File: src/rtl/exp_arb_pkg.sv
// Shared types and helpers for the expansion-pin arbiter: state encoding,
// requester-count limits and one-hot to index conversion.
package exp_arb_pkg;

    typedef enum logic [1:0] {
        IDLE    = 2'd0,
        GRANT   = 2'd1,
        RELEASE = 2'd2
    } arb_state_e;

    localparam int NREQ_MIN = 2;
    localparam int NREQ_MAX = 8;
    localparam int IDXW     = $clog2(NREQ_MAX);

    // Index of the set bit; the highest set bit wins if more than one is set.
    function automatic logic [IDXW-1:0] onehot2idx(input logic [NREQ_MAX-1:0] oh);
        logic [IDXW-1:0] idx;
        idx = '0;
        for (int i = 0; i < NREQ_MAX; i++) begin
            if (oh[i]) idx = IDXW'(i);
        end
        return idx;
    endfunction

endpackage

File: src/rtl/exp_pin_arb_rr_pick.sv
// Combinational round-robin picker: first eligible index at or after ptr,
// wrapping modulo NREQ.
module rr_pick #(
    parameter int NREQ = 4,
    parameter int IW   = $clog2(NREQ)
) (
    input  logic [NREQ-1:0] elig,
    input  logic [IW-1:0]   ptr,
    output logic            valid,
    output logic [IW-1:0]   idx
);

    int c;

    always_comb begin
        valid = 1'b0;
        idx   = '0;
        c     = 0;
        for (int i = 0; i < NREQ; i++) begin
            c = int'(ptr) + i;
            if (c >= NREQ) c = c - NREQ;
            if (!valid && elig[c]) begin
                valid = 1'b1;
                idx   = IW'(c);
            end
        end
    end

endmodule

File: src/rtl/exp_pin_arb.sv
// Round-robin owner arbitration for the exp_p connector pins with hold-time
// limit, one-cycle release guard and registered glitch-free pin outputs.
module exp_pin_arb
    import exp_arb_pkg::*;
#(
    parameter int NREQ = 4,
    parameter int DWE  = 8,
    parameter int HW   = 16
) (
    input  logic              clk_i,
    input  logic              rstn_i,
    input  logic              arb_en_i,
    input  logic [HW-1:0]     hold_max_i,
    input  logic [DWE-1:0]    dflt_dat_i,
    input  logic [DWE-1:0]    dflt_dir_i,
    input  logic [NREQ-1:0]   req_i,
    input  logic [NREQ*DWE-1:0] req_mask_i,
    input  logic [NREQ*DWE-1:0] req_dat_i,
    input  logic [NREQ*DWE-1:0] req_dir_i,
    output logic [NREQ-1:0]   gnt_o,
    output logic              busy_o,
    output logic              timeout_o,
    output logic [NREQ-1:0]   lockout_o,
    output logic [DWE-1:0]    exp_p_dat_o,
    output logic [DWE-1:0]    exp_p_dir_o
);

    localparam int IW = $clog2(NREQ);

    generate
        if (NREQ < NREQ_MIN || NREQ > NREQ_MAX) begin : g_bad_nreq
            $error("exp_pin_arb: NREQ out of range");
        end
    endgenerate

    arb_state_e      state_q, state_d;
    logic [NREQ-1:0] gnt_q, gnt_d, lockout_q, lockout_d, elig;
    logic [IW-1:0]   ptr_q, ptr_d, pick, own;
    logic [HW-1:0]   hold_q, hold_d;
    logic            pick_vld, tmo_q, tmo_d;
    logic [DWE-1:0]  mask_g, dat_g, dir_g;

    assign elig = req_i & ~lockout_q;
    assign own  = IW'(onehot2idx(NREQ_MAX'(gnt_q)));

    rr_pick #(.NREQ(NREQ), .IW(IW)) u_pick (
        .elig  (elig),
        .ptr   (ptr_q),
        .valid (pick_vld),
        .idx   (pick)
    );

    always_comb begin
        state_d   = state_q;
        gnt_d     = gnt_q;
        ptr_d     = ptr_q;
        hold_d    = hold_q;
        tmo_d     = 1'b0;
        // A requester clears its own lockout by dropping its request.
        lockout_d = lockout_q & req_i;
        case (state_q)
            IDLE: begin
                if (arb_en_i && pick_vld) begin
                    state_d = GRANT;
                    gnt_d   = NREQ'(1) << pick;
                    hold_d  = HW'(1);
                    ptr_d   = (pick == IW'(NREQ - 1)) ? '0 : pick + 1'b1;
                end
            end
            GRANT: begin
                if (!req_i[own] || !arb_en_i) begin
                    state_d = RELEASE;
                    gnt_d   = '0;
                end else if (hold_max_i != '0 && hold_q >= hold_max_i) begin
                    state_d        = RELEASE;
                    gnt_d          = '0;
                    tmo_d          = 1'b1;
                    lockout_d[own] = 1'b1;
                end else if (hold_q != '1) begin
                    hold_d = hold_q + 1'b1;
                end
            end
            RELEASE: state_d = IDLE;
            default: state_d = IDLE;
        endcase
    end

    always_ff @(posedge clk_i or negedge rstn_i) begin
        if (!rstn_i) begin
            state_q   <= IDLE;
            gnt_q     <= '0;
            ptr_q     <= '0;
            hold_q    <= '0;
            tmo_q     <= 1'b0;
            lockout_q <= '0;
        end else begin
            state_q   <= state_d;
            gnt_q     <= gnt_d;
            ptr_q     <= ptr_d;
            hold_q    <= hold_d;
            tmo_q     <= tmo_d;
            lockout_q <= lockout_d;
        end
    end

    // Owner data is sampled live; pins lag the registered grant by one cycle.
    assign mask_g = req_mask_i[own*DWE +: DWE];
    assign dat_g  = req_dat_i[own*DWE +: DWE];
    assign dir_g  = req_dir_i[own*DWE +: DWE];

    always_ff @(posedge clk_i or negedge rstn_i) begin
        if (!rstn_i) begin
            exp_p_dat_o <= '0;
            exp_p_dir_o <= '0;
        end else if (|gnt_q) begin
            exp_p_dat_o <= (mask_g & dat_g) | (~mask_g & dflt_dat_i);
            exp_p_dir_o <= (mask_g & dir_g) | (~mask_g & dflt_dir_i);
        end else begin
            exp_p_dat_o <= dflt_dat_i;
            exp_p_dir_o <= dflt_dir_i;
        end
    end

    assign gnt_o     = gnt_q;
    assign busy_o    = (state_q != IDLE);
    assign timeout_o = tmo_q;
    assign lockout_o = lockout_q;

endmodule

File: config.mk
export PLATFORM = sky130hd
export DESIGN_NAME = exp_pin_arb
export DESIGN_NICKNAME = d
export VERILOG_FILES = /design/src/rtl/exp_arb_pkg.sv /design/src/rtl/exp_pin_arb_rr_pick.sv /design/src/rtl/exp_pin_arb.sv
export SDC_FILE = /design/constraint.sdc
export NUM_CORES = 1
export LEC_CHECK = 0
export CORE_MARGIN = 4
export CORE_UTILIZATION = 25
export CTS_CLUSTER_SIZE = 14
export DETAILED_ROUTE_END_ITERATION = 8
export GPL_TIMING_DRIVEN = 0
export SYNTH_ARGS = -nofsm -noshare
export SYNTH_HDL_FRONTEND = slang
export SYNTH_SLANG_ARGS = --single-unit
File: constraint.sdc
create_clock -name clk_i -period 4.7 [get_ports clk_i]
set_input_delay 0.94 -clock clk_i [delete_from_list [all_inputs] [get_ports clk_i]]
set_output_delay 0.94 -clock clk_i [all_outputs]
set_load 0.05 [all_outputs]
### Word level (Yosys, flattened, before mapping)

Cells that the tools add are included.

| word-level totals | value |
|---|---|
| bits of input ports | 135 |
| logic and storage cells | 125 |
| output and inout port bits | 26 |
| flip-flop bits (word level) | 45 |

| operators by class | value |
|---|---|
| shifts and indexed selects | 4 |
| equal/unequal tests | 8 |
| bitwise logic cells | 11 |
| $lt $le $gt $ge | 11 |
| $add $sub $neg | 9 |
| reduce and logical (&&, ||, !) cells | 21 |
| mux-type cells | 53 |

Operators with widths:

| kind | number |
|---|---|
| 32-bit by 4-bit < comparator with 1-bit output, second input constant | 4 |
| 32-bit two-way mux | 4 |
| 32-bit by 4-bit greater-or-equal comparator with 1-bit output, second input constant | 3 |
| 32-bit by 6-bit indexed part select with 8-bit output | 3 |
| 32-bit by 4-bit subtractor with 32-bit output, second input constant | 3 |
| 16-bit two-way mux | 4 |
| 8-bit bitwise AND | 4 |
| 16-bit one-hot mux with 2 select lines | 1 |
| 4-bit two-way mux | 6 |
| 2-bit two-way mux | 10 |
| 1-bit two-way mux | 18 |
| 16-bit by 1-bit adder with 16-bit output, second input constant | 1 |
| 16-bit greater-or-equal comparator | 1 |
| 8-bit two-way mux | 2 |
| 16-bit inequality test, second input constant | 1 |
| 8-bit bitwise OR | 2 |
| 16-bit nonzero test | 1 |
| 1-bit binary-select mux with 2-bit select | 5 |
| 4-bit bitwise AND | 2 |
| 2-bit inequality test, second input constant | 4 |
| 8-bit inverter | 1 |
| 4-bit one-hot mux with 2 select lines | 1 |
| 2-bit by 2-bit adder with 3-bit output, second input constant | 2 |
| 1-bit logical AND | 6 |
| other kinds (22) | 28 |

### Logic depth before layout (Yosys ltp)

| logic depth | value |
|---|---|
| depth after elaboration | 18 |
| gate-level depth with buffers | 9 |
| mapped depth without buffers | 9 |

### Hierarchy

Synthesis repeated with hierarchy kept, for this count alone.

| unflattened totals | value |
|---|---|
| cells, all modules | 380 |
| area total of the unflattened synthesis | 3,301.9 um^2 |

By module, submodules not included:

| module | area an instance (um^2) | seq. area each (um^2) | cells each | instances |
|---|---|---|---|---|
| exp_pin_arb | 3,224.3 | 1,126.1 | 365 | 1 |
| rr_pick | 77.6 | 0.0 | 15 | 1 |

### Worst setup path after synthesis

Ideal clock, no wire load.

| path | value |
|---|---|
| path type | input to register |
| start point | input hold_max_i[0] |
| end point | register hold_q[13] |
| required time | 4,574 ps |
| stages on the path | 8 |
| setup time | 126 ps |
| path buffers | 1 |
| setup slack | 1,711 ps |
| data arrival time | 2,863 ps |
| cell sequence | ha_1 > nand2b_1 > a2111o_1 > a32oi_2 > a31oi_4 > or2_1 > buf_6 > a221o_1 |

| on the way | value |
|---|---|
| word-level cells in the longest chain between the ends | 4 |
| elaborated cells between the ends (all ways) | 5 |
| classes of those cells | order compare: 1; eq/ne: 1; reduce/logical: 3 |

Ends and longest elaborated chain:

| item | line | source |
|---|---|---|
| start, declared | exp_pin_arb.sv:13 | `input logic [HW-1:0] hold_max_i,` |
| 16-bit greater-or-equal comparator / 16-bit nonzero test (equally long branches) | exp_pin_arb.sv:74 | `end else if (hold_max_i != '0 && hold_q >= hold_max_i) begin` |
| 1-bit logical AND * | exp_pin_arb.sv:74 |  |
| 2-bit inequality test (no line) * | -- |  |
| 5-bit AND reduction (no line) * | -- |  |
| end signal, assigned | exp_pin_arb.sv:100 | `hold_q <= hold_d;` |
| end, declared | exp_pin_arb.sv:39 | `logic [HW-1:0] hold_q, hold_d;` |

Mark *: on every way between the ends. The rest lies on a longest branch, timed or not.
A chain may end at the register's enable or synchronous reset.

### Final worst setup path

| path | value |
|---|---|
| start point | input hold_max_i[15] |
| end point | register hold_q[15] |

Same word-level chain as after synthesis.

==> impl_metrics.ini <==
[worst_setup_path]
crit_buf_inv = 3
crit_family = buffers and inverters
crit_path_end_kind = register
crit_chain = clkdlybuf4s50_1 > inv_1 > ha_1 > nand4_1 > nor3_1 > a32oi_2 > a31oi_4 > clkbuf_1 > nor4_1 > o22a_1
cpPeakStageDelay_ns = 0.48
arrival_ns = 3.54
crit_path_top_delay_cell = clkdlybuf4s50_1
start_kind = primary input
cp_max_fo = 10
crit_required_ns = 4.87
crit_type = primary input to register

[layout]
final_cells = 713
syn_to_final_growth_pct = 61.19
drive_gt1_share_pct = 7.579
final_cell_mix = clkdlybuf4s50_1, nand2_1, dfrtp_1
final_nets = 696
antennaDiodeCount = 0
final_area_um2 = 5290
nFillCells = 1332
layout_commonest_cell = clkdlybuf4s50_1

[routing]
drc = 0
vias_per_cell = 5.100
routed_wl_um = 13010
first_pass_iters = 4
vias = 3636
drtAntennaViolNets = 0
drtIter0Drc = 173
avgRoutedWirePerCell_um = 18.24

[placed_design]
gp_congestion = 0.8520
place_inst = 705
hpwl_um = 10780
io_buffer_count = 160
placed_area_um2 = 5114

[sta]
slew_headroom_pct = 57.07
finClkSkew_ns = 0.008670
period_needed_ns = 3.374
setup_viol = 0
tns_ns = 0
drv_slew = 0
worst_pin_slew_ns = 0.6439
holdWs_ns = 0.5236
finalHoldViolations = 0
max_freq_mhz = 296.4
rsz0062_at_grt = no
post-route-period-util_pct = 71.79

[global_routing]
grt_pass1_vias = 3818
antenna_found_initial = 0
globalRoute.busiestLayer = met2
grt_max_degree = 25
grt-ovfl-total = 0
grtUsageMet3_pct = 5.714
grt_use_met1_pct = 19.47
grt_use_total_pct = 17.02
gr-usage-met2_pct = 30.68
grt_pass1_wl_um = 19910

[logic_synthesis]
synth_edf_count = 0
synth_top_area_share_pct = 34.31
yosys_warnings = 0
synth.cell_area_um2 = 3282
synth-seq-cells = 45
yosys.area.top_type = dfrtp_1
ys_seq_area_share_pct = 34.31
syn-mean-instance-area_um2 = 8.822
ys_types = 56
synthArstFlopShare_pct = 100.0
ys.flop_type = dfrtp_1
synthesis.nets = 528
syn-instance-count = 372
synthTopCellsByArea = dfrtp_1, ha_1, a22oi_1, mux2_2, nand2_1

[die]
dieHeight_um = 122.6
die_w_um = 122.6
start_util_pct = 25.80
dieArea_um2 = 15020
core_um2 = 12720
core.rowCount = 41
io-pin-count = 161

[clocking]
postCtsHoldBufs = 0
cts_buffers = 5
cts.path.max_buffers = 2
cts_num_sinks = 45
cts_resized = 0
root_buffer = clkbuf_16
clk_latency_ns = 0.29
clk_pin_slew_ns = 0.07
cts_tree = built
cts_setup_buffers = 0
htree_levels = 2

[pwr]
power.leakage_nw = 2.186
p_per_area_nw_per_um2 = 494.5
ir_drop_uv = 255.4

[run]
maxCapViolations = 0

[worst_hold_path]
hold_class = register to register

[status]
status = complete, no violations
## cell type report
cell class	instances	area [um^2]	area share [%]
inverter	20	75.07	1.419
buffer	17	73.82	1.395
multi-input combinational	290	2007	37.94
sequential	45	1126	21.29
timing repair buffer	161	1617	30.56
clock buffer	6	138.9	2.625
tap	172	215.2	4.068
clock inverter	2	37.54	0.7096
## sequential cells by signal (all words and copies together) (netlist names)
| register | count |
|---|---|
| exp_p_dat_o | 8 |
| exp_p_dir_o | 8 |
| gnt_o | 4 |
| hold_q | 16 |
| lockout_o | 4 |
| ptr_q | 2 |
| state_q | 2 |
| timeout_o | 1 |
## power breakdown
| group | internal, mW | switching (mW) | total [mW] |
|---|---|---|---|
| Combinational | 0.622 | 0.961 | 1.58 |
| Sequential | 0.516 | 0.0966 | 0.612 |
| Clock | 0.266 | 0.155 | 0.421 |
| Total | 1.40 | 1.21 | 2.62 |
## kinds of logic after synthesis
| family | Yosys count | share of synthesized area, % |
|---|---|---|
| AOI/OAI and AO/OA | 127 | 28.48 |
| and+or+nand+nor | 123 | 18.22 |
| DFF | 45 | 34.31 |
| buffers and inverters | 37 | 4.537 |
| adders and majority gates | 21 | 8.006 |
| muxes | 19 | 6.443 |
## Yosys cell counts, types with 3 or more instances
library cell	number
dfrtp_1	45
nand2_1	45
a22oi_1	32
o21ai_0	25
ha_1	21
nor2_1	20
inv_1	18
mux2_2	17
nand3_1	16
clkbuf_1	13
o22ai_1	9
a21oi_1	8
o211ai_1	8
o31ai_1	8
nor4_1	7
a21o_1	5
nand2b_1	5
nand4_1	5
nor2b_1	5
nor3_1	4
o41ai_1	4
a211oi_1	3
a22o_1	3
a31oi_1	3
## routing by layer
| layer | vias to the layer above | part of all wire [%] |
|---|---|---|
| li1 | 1742 | - |
| met4 | 0 | 2.0 |
| met5 | - | 0 |
| met1 | 1730 | 38 |
| met3 | 17 | 8.6 |
| met2 | 147 | 51 |
## final timing paths
path | endpoint | cells past startpoint | slack [ns] | from
min in group asynchronous | hold_q[11] | 1 | 0.64 | rstn_i
setup / recovery | hold_q[15] | 10 | 1.33 | hold_max_i[15]
max in group asynchronous | state_q[1] | 2 | 3.52 | rstn_i
hold reg to reg | lockout_o[2] | 1 | 0.52 | lockout_o[2]
setup reg to reg | hold_q[5] | 9 | 2.00 | hold_q[0]
hold / removal | lockout_o[2] | 1 | 0.52 | lockout_o[2]
## per-stage QoR
step	power (mW)	setup WS (ns)	util (%)
after floorplan	1.621	1.711	-
after global placement	2.184	1.082	40.08
after detailed placement	2.212	1.051	40.19
after CTS	2.647	1.343	41.58
after global routing	2.790	1.134	41.58
final	2.616	1.326	41.58
## worst reg2reg max path: stages, from the launching register on
cell      delay, ns
dfrtp_1        0.43
inv_1          0.07
ha_1           0.26
nand2b_1       0.13
a2111o_1       0.42
a32oi_2        0.32
a31oi_4        0.19
clkbuf_1       0.29
o31ai_1        0.35
o41ai_2        0.12
(Power assumes the default switching activity.)
